File: src/rtl/tnoc_packet_arbiter.sv
// Packet-granular round-robin arbiter for one router output port.
// Optional stall watchdog: define TNOC_PACKET_ARBITER_WATCHDOG_EN.
module tnoc_packet_arbiter #(
  parameter int REQUESTERS      = 5,
  parameter int WATCHDOG_CYCLES = 1024
) (
  input  logic                  clk,
  input  logic                  rst,
  input  logic [REQUESTERS-1:0] i_request,
  input  logic [REQUESTERS-1:0] i_tail,
  input  logic                  i_ready,
  output logic [REQUESTERS-1:0] o_grant,
  output logic                  o_valid,
  output logic [REQUESTERS-1:0] o_ready,
`ifdef TNOC_PACKET_ARBITER_WATCHDOG_EN
  output logic                  o_stall_error,
`endif
  output logic                  o_busy
);

  localparam int PW = $clog2(REQUESTERS);
  localparam logic [PW-1:0] LAST = PW'(REQUESTERS - 1);

  typedef enum logic {
    IDLE,
    BUSY
  } state_e;

  state_e                  state_q, state_d;
  logic [REQUESTERS-1:0]   grant_q, grant_d;
  logic [PW-1:0]           ptr_q, ptr_d;

  logic                    transfer;
  logic                    tail_done;
  logic [PW-1:0]           cur_idx;
  logic [PW-1:0]           nxt_ptr;
  logic [REQUESTERS-1:0]   scan_req;
  logic [PW-1:0]           scan_start;
  logic                    win_found;
  logic [PW-1:0]           win_idx;
  logic [REQUESTERS-1:0]   win_onehot;

  assign o_grant   = grant_q;
  assign o_valid   = |(grant_q & i_request);
  assign o_ready   = grant_q & {REQUESTERS{i_ready}};
  assign o_busy    = (state_q == BUSY);
  assign transfer  = o_valid & i_ready;
  assign tail_done = transfer & |(grant_q & i_tail);

  always_comb begin
    cur_idx = '0;
    for (int i = 0; i < REQUESTERS; i++) begin
      if (grant_q[i]) cur_idx = PW'(i);
    end
  end

  assign nxt_ptr = (cur_idx == LAST) ? '0 : cur_idx + PW'(1);

  // In BUSY the scan only matters on tail_done; the finisher is masked out.
  assign scan_req   = (state_q == BUSY) ? (i_request & ~grant_q) : i_request;
  assign scan_start = (state_q == BUSY) ? nxt_ptr : ptr_q;

  always_comb begin : scan
    int j;
    win_found = 1'b0;
    win_idx   = '0;
    j         = 0;
    for (int i = 0; i < REQUESTERS; i++) begin
      j = int'(scan_start) + i;
      if (j >= REQUESTERS) j = j - REQUESTERS;
      if (!win_found && scan_req[j]) begin
        win_found = 1'b1;
        win_idx   = PW'(j);
      end
    end
  end

  assign win_onehot =
    {{(REQUESTERS-1){1'b0}}, 1'b1} << win_idx;

  always_comb begin
    state_d = state_q;
    grant_d = grant_q;
    ptr_d   = ptr_q;
    unique case (state_q)
      IDLE: begin
        if (win_found) begin
          grant_d = win_onehot;
          state_d = BUSY;
        end
      end
      BUSY: begin
        if (tail_done) begin
          ptr_d = nxt_ptr;
          if (win_found) begin
            grant_d = win_onehot;
          end else begin
            grant_d = '0;
            state_d = IDLE;
          end
        end
      end
      default: begin
        grant_d = '0;
        state_d = IDLE;
      end
    endcase
  end

  always_ff @(posedge clk) begin
    if (rst) begin
      state_q <= IDLE;
      grant_q <= '0;
      ptr_q   <= '0;
    end else begin
      state_q <= state_d;
      grant_q <= grant_d;
      ptr_q   <= ptr_d;
    end
  end

`ifdef TNOC_PACKET_ARBITER_WATCHDOG_EN
  localparam int CW = $clog2(WATCHDOG_CYCLES + 1);
  localparam logic [CW-1:0] WD_MAX = CW'(WATCHDOG_CYCLES);

  logic [CW-1:0] wd_q, wd_d;
  logic          stall_q, stall_d;

  always_comb begin
    wd_d = wd_q;
    if (state_q != BUSY || transfer) begin
      wd_d = '0;
    end else if (wd_q != WD_MAX) begin
      wd_d = wd_q + CW'(1);
    end
    stall_d = stall_q | (wd_d == WD_MAX);
  end

  always_ff @(posedge clk) begin
    if (rst) begin
      wd_q    <= '0;
      stall_q <= 1'b0;
    end else begin
      wd_q    <= wd_d;
      stall_q <= stall_d;
    end
  end

  assign o_stall_error = stall_q;
`endif

endmodule
File: config.mk
export PLATFORM = sky130hd
export DESIGN_NAME = tnoc_packet_arbiter
export DESIGN_NICKNAME = d
export VERILOG_FILES = /design/src/rtl/tnoc_packet_arbiter.sv
export SDC_FILE = /design/constraint.sdc
export NUM_CORES = 1
export LEC_CHECK = 0
export CAP_MARGIN = 10
export CORE_MARGIN = 2
export CORE_UTILIZATION = 43
export DETAILED_ROUTE_END_ITERATION = 7
export GPL_ROUTABILITY_DRIVEN = 0
export PLACE_DENSITY = 0.62
export REMOVE_ABC_BUFFERS = 1
export SLEW_MARGIN = 30
export SYNTH_ARGS = -nofsm -noshare
export SYNTH_HDL_FRONTEND = slang
export SYNTH_SLANG_ARGS = --single-unit
File: constraint.sdc
create_clock -name clk -period 5.7 [get_ports clk]
set_clock_uncertainty 0.15 [all_clocks]
set_input_delay 0.855 -clock clk [delete_from_list [all_inputs] [get_ports clk]]
set_output_delay 0.855 -clock clk [all_outputs]
set_load 0.01 [all_outputs]
# ---- Word level (Yosys, flattened, before mapping)
# Cells that the tools add are included.
dict set report word_totals {
  reg_bits 9
  inputBits 13
  out_inout_bits 12
  wordCells 91
}
dict set report classes {
  n_eq_ne 3
  order_cmp 10
  shifts 1
  muxes 44
  n_bitwise 8
  addsub 10
  n_reduce_logical 12
}
# op n
set op_table {}
lappend op_table {{< comparator 32 x 5 -> 1 bit, second input constant} 5}
lappend op_table {{two-way mux 32 bit} 5}
lappend op_table {{two-way mux 3 bit} 8}
lappend op_table {{AND 5 bit} 4}
lappend op_table {{two-way mux 5 bit} 4}
lappend op_table {{subtractor 4 x 3 -> 5 bit, second input constant} 4}
lappend op_table {{two-way mux 1 bit} 18}
lappend op_table {{>= comparator 4 x 3 -> 1 bit, second input constant} 4}
lappend op_table {{binary-select mux 1 bit (select 3 bit)} 5}
lappend op_table {{case mux 5 bit (2 select lines)} 1}
lappend op_table {{OR reduction 5 bit} 2}
lappend op_table {{adder 3 x 2 -> 4 bit, second input constant} 2}
lappend op_table {{NOT 5 bit} 1}
lappend op_table {{left shift 1 x 3 -> 5 bit, first input constant} 1}
lappend op_table {{adder 3 x 1 -> 4 bit, second input constant} 1}
lappend op_table {{adder 3 x 3 -> 4 bit, second input constant} 1}
lappend op_table {{logical AND 1 bit} 4}
lappend op_table {{logical NOT 1 bit} 4}
lappend op_table {{two-way mux 2 bit} 2}
lappend op_table {{AND reduction 2 bit} 2}
lappend op_table {{subtractor 3 x 3 -> 4 bit, second input constant} 1}
lappend op_table {{adder 3 x 1 -> 3 bit, second input constant} 1}
lappend op_table {{== test 3 bit, second input constant} 1}
lappend op_table {{>= comparator 3 bit, second input constant} 1}
lappend op_table {{5 further kinds} 6}

# ---- Depth between registers and ports, before layout
dict set report depth {
  word_depth 29
  ltp_mapped 18
  depth_no_buf 16
}

# ---- Worst setup path after synthesis
# OpenSTA, ideal clock, no wires.
dict set report synth_timing {
  kind {flip-flop to flip-flop}
  from {reg state_q (netlist: o_busy)}
  to {reg grant_q[0] (netlist: o_grant[0])}
  setup_ps 59
  n_path_buf 2
  setup_slack_ps 1594
  path_stages_with_launch 19
  arrival_time_ps 3897
  path_cell_list {dfxtp_1 -> buf_4 -> inv_2 -> o41ai_4 -> inv_2 -> ha_1 -> inv_1 -> ha_1 -> buf_2 -> o21ai_0 -> and2_1 -> a211o_1 -> a2111o_1 -> o211ai_2 -> a21o_1 -> nor3_1 -> o31a_1 -> a2111oi_4 -> a22o_1}
}
dict set report synth_between {
  elab_chain_len 23
}
# item line_no
set synth_lines {}
lappend synth_lines {{from (decl)} 29} ;# state_e state_q, state_d;
lappend synth_lines {{from (signal assigned)} 116} ;# state_q <= state_d;
lappend synth_lines {{parallel branches: the longest is 23 deep, another holds subtractor 4 x 3 -> 5 bit} n/a}
lappend synth_lines {{to (signal assigned)} 117} ;# grant_q <= grant_d;
lappend synth_lines {{to (decl)} 30} ;# logic [REQUESTERS-1:0] grant_q, grant_d;
# Parallel ways; which one is timed is not known. The select of a mux whose other input is x is not followed.
# A chain may end at the register's enable or synchronous reset.

# ---- Final worst setup path
# Ends and elaborated chain as after synthesis.

==> results.sh <==
export IMPL_status="completed"
export IMPL_numCtsBuffers=3
export IMPL_grt_start_max_net_pins=24
export IMPL_min_period_over_period_pct=84.10
export IMPL_drc=0
export IMPL_tightestPinTransition_ns=1.082
export IMPL_clk_pin_slew_ns=0.04
export IMPL_ant_nets=0
export IMPL_cts_resized=0
export IMPL_synth_area_um2=1986
export IMPL_yosysWarnings=0
export IMPL_holdPathStages=2
export IMPL_avgRoutedWirePerCell_um=18.44
export IMPL_fin_tns_setup_ns=0
export IMPL_hpwlAfterDp_um=4605
export IMPL_globalRouteMet3Util_pct=1.944
export IMPL_crit_type="reg -> reg"
export IMPL_ioPinCount=25
export IMPL_leakagePower_nw=0.8694
export IMPL_die_height_um=71.96
export IMPL_postSynthCellCount=247
export IMPL_die_w_um=71.96
export IMPL_start_util_pct=44.98
export IMPL_final_common_cell="clkdlybuf4s50_1"
export IMPL_worstPathArrival_ns=4.82
export IMPL_crit_fanout=23
export IMPL_routed_via_density=6.322
export IMPL_mostFrequentLayoutCells="24 x clkdlybuf4s50_1, 19 x nand2_1, 18 x nor2_1"
export IMPL_core_um2=4414
export IMPL_rsz0062_at_grt="no"
export IMPL_final_nets=294
export IMPL_avgSynthCellArea_um2=8.039
export IMPL_grt_pass1_wl_um=9998
export IMPL_r2r_cells=14
export IMPL_max_freq_ghz=0.2086
export IMPL_drt_pass1_iterations=4
export IMPL_grtUsageMet1_pct=32.28
export IMPL_max_slew_margin_pct=27.22
export IMPL_synth_flop_cell="dfxtp_1"
export IMPL_setup_violations=0
export IMPL_cts_sinks=9
export IMPL_hold_viol=0
export IMPL_dieArea_um2=5178
export IMPL_whs_ns=0.3120
export IMPL_critPathRequiredTime_ns=5.73
export IMPL_synth_edf_count=0
export IMPL_grt_remaining_overflow=0
export IMPL_portBuffers=24
export IMPL_n_fill_cell=438
export IMPL_ys_types=81
export IMPL_p_per_area_nw_per_um2=615.9
export IMPL_cts_htree_levels=1
export IMPL_clk_path_buf_depth=2
export IMPL_root_buffer="clkbuf_8"
export IMPL_antenna_found_initial=0
export IMPL_met2_usage_pct=39.92
export IMPL_crit_path_end_kind="flip-flop"
export IMPL_max_cap_viol_count=0
export IMPL_vias=2023
export IMPL_fp_row_count=24
export IMPL_area_growth_pct=13.93
export IMPL_hold_class="reg -> reg"
export IMPL_drive_above_1_share_pct=16.04
export IMPL_report_final_slew_viol_count=0
export IMPL_num_antenna_cells=0
export IMPL_grt_use_total_pct=24.40
export IMPL_hold_buffers=0
export IMPL_drtIter0Drc=188
export IMPL_vdd_drop_max_mv=0.3493
export IMPL_cts_tree="done"
export IMPL_postSynth_asyncResetShare_pct=0
export IMPL_wirelength_um=5900
export IMPL_clock_latency_ns=0.23
export IMPL_grt_pass1_vias=1982
export IMPL_grt_busiest_layer="met2"
export IMPL_cts_setup_buffers=0
export IMPL_ys_ff_latch=9
export IMPL_period_minus_slack_ns=4.794
export IMPL_synth_seq_area_share_pct=9.074
export IMPL_crit_path_start_kind="flip-flop"
==> sequential cells by signal (all words and copies together) (netlist names) <==
register	flops
o_grant	5
ptr_q	3
o_busy	1
==> through the flow <==
step	total power, mW	instance area, µm²	utilization [%]	cells	setup WS [ns]
finish	1.393	2262	51.25	320	0.9065
global placement	1.308	2217	50.23	316	1.053
floorplan	1.011	1882	-	236	1.459
global route	1.523	2262	51.25	320	0.5611
detailed placement	1.299	2217	50.23	316	0.9969
CTS	1.378	2262	51.25	320	0.9918
==> cell usage after synthesis (5+ instances only) <==
cell type  instances  share of area (%)
o21ai_0            7                1.8
nor3_1             6                1.5
a211oi_1           7                2.6
and2_1             7                2.2
inv_1              7                1.3
dfxtp_1            9                9.1
ha_1              12                7.6
a21oi_1           12                3.0
nor2_1            18                3.4
nand2b_1           5                1.6
nand2_1           19                3.6
a22oi_1            6                2.3
nand3_1            7                1.8
mux2i_1            9                4.5
==> area by class of cell <==
type / count / area (µm²) / share of cell area [%]
clock buffer: 4 / 45.04 / 1.991
timing repair buffer: 28 / 270.3 / 11.95
sequential: 9 / 180.2 / 7.965
multi-input combinational: 216 / 1658 / 73.29
tap: 52 / 65.06 / 2.876
inverter: 11 / 43.79 / 1.936
==> kinds of logic after synthesis <==
family | synth area share, %
and+or+nand+nor | 30.43
DFF | 9.074
AOI/OAI and AO/OA | 39.07
adders and majority gates | 7.561
muxes | 5.104
buffers and inverters | 7.435
xor gates and xnor gates | 1.323
==> worst paths after layout <==
path	startpoint	endpoint	slack (ns)
setup / recovery	o_busy	o_grant[0]	0.91
hold / removal	ptr_q[1]	ptr_q[1]	0.31
setup reg to reg	o_busy	o_grant[0]	0.91
hold reg to reg	ptr_q[1]	ptr_q[1]	0.31
==> layer usage <==
layer | part of all wire [%] | up-vias
li1 | - | 1009
met1 | 47 | 954
met2 | 47 | 48
met3 | 3.1 | 12
met4 | 2.8 | 0
met5 | 0 | -
==> worst max-delay path: stages (launching register included) <==
cell	delay, ns
dfxtp_1	0.77
nor2b_2	0.19
a21oi_4	0.53
ha_1	0.24
inv_1	0.04
ha_1	0.44
a2111oi_2	0.56
a211oi_1	0.13
o221ai_1	0.28
o211ai_2	0.21
a21o_1	0.23
or4_1	0.41
o31a_1	0.16
a2111oi_4	0.23
a22o_1	0.17
==> report_power, final <==
part	switching, mW	internal (mW)
Combinational	0.730	0.482
Sequential	0.0307	0.0768
Clock	0.0244	0.0487
Note: power is estimated with default switching activity, not from simulation.
